File: src/rtl/vpu_selftest_seq.sv
// VPU self-test sequencer: walks an external instruction/golden/mask table, issues each entry,
// compares the masked result and stops on the first mismatch or timeout. Build macro VPU_SELFTEST_LOOP_EN enables endless sweeps.
module vpu_selftest_seq #(
    parameter int NUM_TESTS      = 10,
    parameter int DLEN           = 64,
    parameter int INSTR_W        = 32,
    parameter int TIMEOUT_CYCLES = 4096,
    parameter int HB_BITS        = 24,
    localparam int IW = (NUM_TESTS > 1) ? $clog2(NUM_TESTS) : 1,
    localparam int PW = $clog2(NUM_TESTS + 1)
) (
    input  logic               clk,
    input  logic               rst_n,
    input  logic               start,
    output logic [IW-1:0]      tst_idx,
    input  logic [INSTR_W-1:0] tst_instr,
    input  logic [DLEN-1:0]    tst_golden,
    input  logic [DLEN-1:0]    tst_mask,
    output logic               issue_valid,
    output logic [INSTR_W-1:0] issue_instr,
    input  logic               issue_ready,
    input  logic               res_valid,
    input  logic [DLEN-1:0]    res_data,
    output logic               res_ready,
    output logic [PW-1:0]      pass_count,
    output logic [IW-1:0]      fail_idx,
    output logic               fail_timeout,
    output logic [DLEN-1:0]    result_reg,
`ifdef VPU_SELFTEST_LOOP_EN
    output logic [15:0]        loop_count,
`endif
    output logic [3:0]         led
);
    localparam int TW = $clog2(TIMEOUT_CYCLES);

    typedef enum logic [2:0] {
        S_IDLE, S_ISSUE, S_WAIT, S_CHECK, S_NEXT, S_PASS, S_FAIL
    } state_t;

    state_t            state_reg;
    logic [IW-1:0]     idx_reg;
    logic [PW-1:0]     pass_cnt_reg;
    logic [IW-1:0]     fail_idx_reg;
    logic              fail_tmo_reg;
    logic [DLEN-1:0]   result_data_reg;
    logic [TW-1:0]     tmo_cnt_reg;
    logic [HB_BITS:0]  hb_cnt_reg;
    logic              issue_valid_reg;
    logic              res_ready_reg;
    logic              pass_reg;
    logic              fail_reg;
    logic              busy_reg;
`ifdef VPU_SELFTEST_LOOP_EN
    logic [15:0]       loop_cnt_reg;
`endif

    logic              last_test;
    logic              tmo_expired;
    logic              mismatch;
    logic [TW-1:0]     tmo_cnt_next;

    assign last_test   = (idx_reg == IW'(NUM_TESTS - 1));
    assign tmo_expired = (tmo_cnt_reg == TW'(TIMEOUT_CYCLES - 1));
    assign mismatch    = |((result_data_reg ^ tst_golden) & tst_mask);
    // Saturate at the limit so a handshake on the final cycle leaves WAIT with no slack left.
    assign tmo_cnt_next = tmo_expired ? tmo_cnt_reg : tmo_cnt_reg + TW'(1);

    always_ff @(posedge clk) begin
        if (!rst_n) begin
            state_reg       <= S_IDLE;
            idx_reg         <= '0;
            pass_cnt_reg    <= '0;
            fail_idx_reg    <= '0;
            fail_tmo_reg    <= 1'b0;
            result_data_reg <= '0;
            tmo_cnt_reg     <= '0;
            hb_cnt_reg      <= '0;
            issue_valid_reg <= 1'b0;
            res_ready_reg   <= 1'b0;
            pass_reg        <= 1'b0;
            fail_reg        <= 1'b0;
            busy_reg        <= 1'b0;
`ifdef VPU_SELFTEST_LOOP_EN
            loop_cnt_reg    <= '0;
`endif
        end else begin
            hb_cnt_reg <= hb_cnt_reg + (HB_BITS + 1)'(1);
            case (state_reg)
                S_IDLE, S_PASS, S_FAIL: begin
                    if (start) begin
                        idx_reg         <= '0;
                        pass_cnt_reg    <= '0;
                        fail_idx_reg    <= '0;
                        fail_tmo_reg    <= 1'b0;
                        tmo_cnt_reg     <= '0;
                        issue_valid_reg <= 1'b1;
                        pass_reg        <= 1'b0;
                        fail_reg        <= 1'b0;
                        busy_reg        <= 1'b1;
                        state_reg       <= S_ISSUE;
                    end
                end
                S_ISSUE: begin
                    if (issue_ready) begin
                        issue_valid_reg <= 1'b0;
                        res_ready_reg   <= 1'b1;
                        tmo_cnt_reg     <= tmo_cnt_next;
                        state_reg       <= S_WAIT;
                    end else if (tmo_expired) begin
                        issue_valid_reg <= 1'b0;
                        fail_tmo_reg    <= 1'b1;
                        fail_idx_reg    <= idx_reg;
                        busy_reg        <= 1'b0;
                        fail_reg        <= 1'b1;
                        state_reg       <= S_FAIL;
                    end else begin
                        tmo_cnt_reg <= tmo_cnt_next;
                    end
                end
                S_WAIT: begin
                    if (res_valid) begin
                        result_data_reg <= res_data;
                        res_ready_reg   <= 1'b0;
                        tmo_cnt_reg     <= tmo_cnt_next;
                        state_reg       <= S_CHECK;
                    end else if (tmo_expired) begin
                        res_ready_reg <= 1'b0;
                        fail_tmo_reg  <= 1'b1;
                        fail_idx_reg  <= idx_reg;
                        busy_reg      <= 1'b0;
                        fail_reg      <= 1'b1;
                        state_reg     <= S_FAIL;
                    end else begin
                        tmo_cnt_reg <= tmo_cnt_next;
                    end
                end
                S_CHECK: begin
                    if (mismatch) begin
                        fail_idx_reg <= idx_reg;
                        busy_reg     <= 1'b0;
                        fail_reg     <= 1'b1;
                        state_reg    <= S_FAIL;
                    end else begin
                        pass_cnt_reg <= pass_cnt_reg + PW'(1);
                        state_reg    <= S_NEXT;
                    end
                end
                S_NEXT: begin
                    if (last_test) begin
`ifdef VPU_SELFTEST_LOOP_EN
                        idx_reg         <= '0;
                        pass_cnt_reg    <= '0;
                        tmo_cnt_reg     <= '0;
                        issue_valid_reg <= 1'b1;
                        state_reg       <= S_ISSUE;
                        if (loop_cnt_reg != 16'hFFFF) begin
                            loop_cnt_reg <= loop_cnt_reg + 16'd1;
                        end
`else
                        busy_reg  <= 1'b0;
                        pass_reg  <= 1'b1;
                        state_reg <= S_PASS;
`endif
                    end else begin
                        idx_reg         <= idx_reg + IW'(1);
                        tmo_cnt_reg     <= '0;
                        issue_valid_reg <= 1'b1;
                        state_reg       <= S_ISSUE;
                    end
                end
                default: state_reg <= S_IDLE;
            endcase
        end
    end

    // Table lookup is combinational on idx_reg, which is frozen throughout ISSUE.
    assign issue_instr  = issue_valid_reg ? tst_instr : '0;
    assign issue_valid  = issue_valid_reg;
    assign res_ready    = res_ready_reg;
    assign tst_idx      = idx_reg;
    assign pass_count   = pass_cnt_reg;
    assign fail_idx     = fail_idx_reg;
    assign fail_timeout = fail_tmo_reg;
    assign result_reg   = result_data_reg;

`ifdef VPU_SELFTEST_LOOP_EN
    assign loop_count = loop_cnt_reg;
    assign led = {hb_cnt_reg[HB_BITS], busy_reg, fail_reg,
                  (loop_cnt_reg != 16'd0) && !fail_reg && !pass_reg};
`else
    assign led = {hb_cnt_reg[HB_BITS], busy_reg, fail_reg, pass_reg};
`endif

endmodule

File: config.mk
export PLATFORM = sky130hd
export DESIGN_NAME = vpu_selftest_seq
export DESIGN_NICKNAME = d
export VERILOG_FILES = /design/src/rtl/vpu_selftest_seq.sv
export SDC_FILE = /design/constraint.sdc
export NUM_CORES = 1
export LEC_CHECK = 0
export CORE_AREA = 3 3 132 134
export DETAILED_ROUTE_END_ITERATION = 10
export DIE_AREA = 0 0 135 137
export GPL_TIMING_DRIVEN = 1
export PLACE_DENSITY = 0.78
export SLEW_MARGIN = 10
export SYNTH_ARGS = -nofsm -noshare
export SYNTH_HDL_FRONTEND = slang
export SYNTH_SLANG_ARGS = --single-unit
File: constraint.sdc
create_clock -name clk -period 6.7 [get_ports clk]
set_input_delay 1.675 -clock clk [delete_from_list [all_inputs] [get_ports clk]]
set_output_delay 1.675 -clock clk [all_outputs]
set_load 0.02 [all_outputs]
==> results of run 1 <==
[cell usage after synthesis, types with 2 or more instances]
cell / instances / area, um2
and3_1: 11 / 68.8
nor4_2: 2 / 25.0
o211ai_1: 2 / 15.0
nor2b_1: 6 / 37.5
ha_1: 5 / 62.6
nor3b_1: 3 / 22.5
or4_1: 2 / 15.0
nor3_1: 10 / 50.1
buf_4: 4 / 30.0
nand2_1: 168 / 631
and4_1: 4 / 35.0
or3_1: 4 / 25.0
a211oi_1: 6 / 45.0
buf_1: 3 / 11.3
nand2b_1: 6 / 37.5
dfxtp_1: 122 / 2440
xor2_1: 79 / 692
nor2_1: 47 / 176
a31oi_1: 8 / 50.1
and2_1: 40 / 250
a21oi_1: 86 / 430
o21a_1: 3 / 22.5
nand4_1: 13 / 81.3
mux2i_1: 5 / 50.1
clkbuf_1: 36 / 135
o22ai_1: 4 / 25.0
o21ai_0: 21 / 105
nand3_1: 21 / 105
xnor2_1: 9 / 78.8
inv_1: 6 / 22.5
a22oi_1: 33 / 248
[worst max-delay path: cells and delay by family]
| family | cells | cell delay, ns |
|---|---|---|
| and+or+nand+nor | 1 | 0.11 |
| buffers and inverters | 2 | 1.12 |
[cell families (layout without fill, tap and decap cells)]
| logic type | Yosys count | after routing | synth area share |
|---|---|---|---|
| and+or+nand+nor | 341 | 341 | 0.258 |
| AOI/OAI and AO/OA | 171 | 171 | 0.164 |
| DFF | 122 | 122 | 0.396 |
| xor gates and xnor gates | 88 | 88 | 0.125 |
| buffers and inverters | 51 | 386 | 0.0335 |
| adders and majority gates | 7 | 7 | 0.0150 |
| muxes | 5 | 5 | 0.00812 |
[area by class of cell]
type                    instances  share of cell area
clock buffers                  17              0.0411
flip-flops and latches        122               0.236
inverters                       8             0.00302
clock inverters                15              0.0191
repair buffers                346               0.334
multi-input cells             612               0.340
well taps                     220              0.0266
[metrics by stage]
step,hold slack [ns],cells
4_1_cts,0.467,1340
3_5_place_dp,0.454,1308
5_1_grt,0.485,1340
3_3_place_gp,0.440,1308
6_report,0.465,1340
2_1_floorplan,0.426,785
[routing by layer]
layer / vias up / track usage
met5: - / 0
met4: 2 / 0.0666
met3: 26 / 0.0790
met2: 201 / 0.407
met1: 3047 / 0.307
li1: 3318 / -
[final timing paths]
path	cells after the start	startpoint	slack [ns]	endpoint
worst min-delay path	1	hb_cnt_reg[0]$_SDFF_PN0_	0.46	hb_cnt_reg[0]$_SDFF_PN0_
worst min register to register	1	hb_cnt_reg[0]$_SDFF_PN0_	0.46	hb_cnt_reg[0]$_SDFF_PN0_
worst max-delay path	3	tst_instr[1]	2.11	issue_instr[1]
worst max register to register	6	state_reg[2]$_SDFFE_PN0N_	4.07	tst_idx[1]$_SDFFE_PN0P_
[where the power goes]
| part | internal (mW) | switching [mW] |
|---|---|---|
| logic | 0.250 | 0.206 |
| clock network | 0.621 | 0.340 |
| registers | 0.746 | 0.0337 |
| total | 1.62 | 0.580 |
==> metrics.cfg, run 1 <==
[clock_tree]
post-cts-setup-buffers = 0
cts_tree = done
insertion_delay_ns = 0.41
postCtsHoldBufs = 0
cts_buffers = 17
post_cts_resized = 0
htree_levels = 4
cts.sinks = 122
ctsLongestPathBuffers = 2
cts.reportedPaths.clkPinSlew_ns = 0.05
cts-root-buf = clkbuf_16

[power_and_ir_drop]
ir_drop_mv = 0.162
finalPower_mw = 2.20
cellLeakagePower_nw = 3.85
p_per_area_nw_per_um2 = 212

[synth]
synth_area_um2 = 6160
seq_area_frac_synth = 0.396
syn_inst = 785
syn-num-nets = 1020
synth.avg_cell_area_um2 = 7.85
synthArstFlopShare = 0
yosysWarnings = 0
synth-edff-count = 0
synthFlopType = dfxtp_1
yosysUniqueCellTypes = 47
synth-seq-cells = 122

[drt]
wl_met3_um = 1660
wl_um = 23900
wl_per_cell_um = 17.8
met2_length_um = 11800
first_pass_iters = 5
drtIter0Drc = 439
ant_nets = 0
viasPerCell = 4.92
dr_total_vias = 6594
wl_met1_um = 10100
routed.top_layer = met5
drcViolationCount = 0

[finish]
fin_area_um2 = 10300
num-nets-final = 1342
post-route-util = 0.631
layout_commonest_cell = clkdlybuf4s50_1
multi_input_area_um2 = 3520
mostFrequentLayoutCells = 343 x clkdlybuf4s50_1, 167 x nand2_1, 122 x dfxtp_1, 86 x a21oi_1, 79 x xor2_1
largest_reg_flops = 64
drive_gt1_frac = 0.0375
seqCellArea_um2 = 2440
diodes = 0
fillCellCount = 1438
area_growth_pct = 67.9

[sta]
skew_ns = 0.00814
finalSetupTns_ns = 0
fin_crit_sh = 0.685
relSlewSlack = 0.246
max_freq_mhz = 218
rsz0062_at_grt = no
setup_viol = 0
maxSlewViolCount = 0
hold_viol_final = 0
min_period_ns = 4.59
setup_ws_ns = 2.11
worstMarginPinSlew_ns = 1.13

[setup_path]
cp.required_ns = 5.03
path_cells = clkdlybuf4s50_1, and2_1, clkdlybuf4s50_1
path_common_cell = clkdlybuf4s50_1
arrival_ns = 2.91
cp_slowest_stage_delay_ns = 0.68
crit_path_start_kind = input port
slowest_stage = clkdlybuf4s50_1
end_kind = output port
critPathKind = input port to output port
cp_max_fo = 1

[placed_design]
portBuffers = 343
pre_cts_slack_ns = 2.12
gp_congestion = 0.844
dp_hpwl_um = 18600
placed_cell_area_um2 = 9720

[status]
status = finished, final reports clean

[global_routing]
grt_pass1_vias = 6300
grt_overflow = 0
grt_pass1_wl_um = 35100
grtUsageTotal = 0.245
grt_max_degree = 103
antenna_found_initial = 1

[floorplanning]
die_h_um = 137
core_um2 = 16400
dieArea_um2 = 18500
pin_count = 344
initial_utilization = 0.376
num_rows = 47
fp.dieW_um = 135

[job]
drv_cap = 0

[min_path]
worstHoldPathType = flip-flop to flip-flop

Note: power is estimated with default switching activity, not from simulation.
==> inputs of run 2 (changes only) <==
- CORE_AREA: 3 3 132 134 -> 3 3 134 136
- DIE_AREA: 0 0 135 137 -> 0 0 137 139
- PLACE_DENSITY: 0.78 -> 0.76
- clock period: 6.7 -> 4.68 ns (I/O delays scaled with it)
==> run 2 against run 1 <==
- power is 42% higher
- design area grew 0.27%
- clock skew up 0.0075 ns
- sequential power rose by 44%
- utilization fell by 2.2 points
- clock-buffer cell count increased by 7
- highest routed layer is now met4
==> metrics.cfg, run 2 (same netlist as run 1, synthesis figures left out) <==
[status]
status = finished, final reports clean

[min_path]
worstHoldPathType = flip-flop to flip-flop
hold_end = hb_cnt_reg[0]$_SDFF_PN0_
hold_depth = 1  ; unchanged
min_from = hb_cnt_reg[0]$_SDFF_PN0_

[clock_tree]
insertion_delay_ns = 0.42  ; about the same
ctsLongestPathBuffers = 2  ; unchanged
cts_buffers = 17  ; unchanged
post_cts_resized = 0  ; unchanged
cts.reportedPaths.clkPinSlew_ns = 0.05  ; about the same
htree_levels = 4  ; unchanged
postCtsHoldBufs = 0  ; unchanged
cts_tree = done
cts-root-buf = clkbuf_16
post-cts-setup-buffers = 0  ; unchanged
cts.sinks = 122  ; unchanged

[sta]
rsz0062_at_grt = no
hold_viol_final = 0  ; unchanged
setup_viol = 0  ; unchanged
skew_ns = 0.0156  ; +0.00747 ns
relSlewSlack = 0.399  ; +0.153
worstMarginPinSlew_ns = 0.899  ; -0.232 ns
fin_crit_sh = 0.757
setup_ws_ns = 1.14  ; -0.976 ns
maxSlewViolCount = 0  ; unchanged
min_period_ns = 3.54
max_freq_mhz = 282
finalSetupTns_ns = 0  ; unchanged

[power_and_ir_drop]
cellLeakagePower_nw = 3.89  ; +0.88%
ir_drop_mv = 0.234  ; +44%
p_per_area_nw_per_um2 = 301  ; +42%

[floorplanning]
fp.dieW_um = 137  ; +1.5%
core_um2 = 17100  ; +4.0%
num_rows = 48  ; +2.1%
dieArea_um2 = 19000  ; +3.0%
pin_count = 344  ; unchanged
initial_utilization = 0.361  ; -0.0143
die_h_um = 139  ; +1.5%

[global_routing]
antenna_found_initial = 0  ; -1
grt_pass1_vias = 6369  ; +1.1%
grt_max_degree = 46  ; -55%
grtUsageTotal = 0.244  ; -0.00107
grt_pass1_wl_um = 35600  ; +1.5%
grt_overflow = 0  ; unchanged

[setup_path]
crit_path_start_kind = input port
arrival_ns = 2.37  ; -0.54 ns
r2r-end = result_reg[61]$_SDFFE_PN0P_
reg2reg_depth = 5  ; -1
cp_max_fo = 1  ; unchanged
cpLargestDelayFamily = buffers and inverters
path_cells = clkdlybuf4s50_1, and2_1, clkdlybuf4s50_1
critPathKind = input port to output port
cp_slowest_stage_delay_ns = 0.62  ; -0.06 ns
end_kind = output port
path_common_cell = clkdlybuf4s50_1
critPathBufInv = 2  ; unchanged
cp.required_ns = 3.51  ; -1.52 ns
reg2reg_setup_slack_ns = 1.81  ; -2.26 ns
r2r_start = state_reg[1]$_SDFFE_PN0N_
slowest_stage = clkdlybuf4s50_1

[finish]
layout_commonest_cell = clkdlybuf4s50_1
mostFrequentLayoutCells = 343 x clkdlybuf4s50_1, 167 x nand2_1, 122 x dfxtp_1, 86 x a21oi_1, 79 x xor2_1
fillCellCount = 1507  ; +4.8%
largest_reg_flops = 64  ; unchanged
drive_gt1_frac = 0.0383  ; +0.000790
area_growth_pct = 68.3
num-nets-final = 1346  ; +0.30%
fin_area_um2 = 10400  ; +0.27%
post-route-util = 0.608  ; -0.0224
diodes = 0  ; unchanged

[drt]
wl_um = 24100  ; +0.69%
ant_nets = 0  ; unchanged
viasPerCell = 4.91  ; -0.23%
drcViolationCount = 0  ; unchanged
wl_per_cell_um = 17.9  ; about the same
drtIter0Drc = 387  ; -12%
first_pass_iters = 4  ; -1
dr_total_vias = 6618  ; +0.36%

[placed_design]
placed_cell_area_um2 = 9760  ; +0.37%
gp_congestion = 0.896  ; +6.2%
pre_cts_slack_ns = 1.01  ; -1.12 ns
portBuffers = 343  ; unchanged
dp_hpwl_um = 19000  ; +2.3%

[job]
drv_cap = 0  ; unchanged

-- run 2: cell count changes in the layout (fill, tap and decap cells not counted), sizes merged --
cell,before,now
inv,8,6
clkbuf,17,24
bufinv,4,3
buf,3,7
clkinvlp,6,1
-- run 2: worst max-delay path by stage --
stage,start,endpoint,slack [ns],cells after the start
4_1_cts,tst_instr[29],issue_instr[29],1.13,3
5_1_grt,tst_instr[29],issue_instr[29],1.10,3
2_1_floorplan,tst_golden[4],pass_count[3]$_SDFFE_PN0P_,1.90,7
3_3_place_gp,tst_golden[19],pass_count[3]$_SDFFE_PN0P_,1.02,8
3_5_place_dp,tst_golden[19],pass_count[3]$_SDFFE_PN0P_,1.01,8
6_report,tst_instr[25],issue_instr[25],1.14,3
-- run 2: final cells by class --
class,instances,area [um2],share of cell area
clock buffers,24,502,0.0484
well taps,225,282,0.0271
clock inverters,7,113,0.0109
inverters,8,31.3,0.00302
multi-input cells,612,3520,0.339
repair buffers,350,3490,0.336
flip-flops and latches,122,2440,0.235
-- run 2: power by group --
part,switching (mW),internal [mW]
combinational,0.296,0.362
sequential,0.0501,1.07
clock,0.448,0.902
total,0.794,2.33
-- run 2: stage by stage --
| stage | hold slack [ns] | instances | power (mW) |
|---|---|---|---|
| 2_1_floorplan | 0.426 | 785 | 1.42 |
| 3_3_place_gp | 0.441 | 1317 | 1.79 |
| 3_5_place_dp | 0.450 | 1317 | 1.79 |
| 4_1_cts | 0.464 | 1348 | 3.15 |
| 5_1_grt | 0.498 | 1348 | 3.25 |
| 6_report | 0.461 | 1348 | 3.13 |
-- run 2: metal layers --
| layer | global-route usage | up-vias | share of wire |
|---|---|---|---|
| met5 | 0 | - | 0 |
| met1 | 0.298 | 3052 | 0.41 |
| li1 | - | 3329 | - |
| met3 | 0.0809 | 28 | 0.082 |
| met2 | 0.403 | 209 | 0.49 |
| met4 | 0.0798 | 0 | 0.020 |
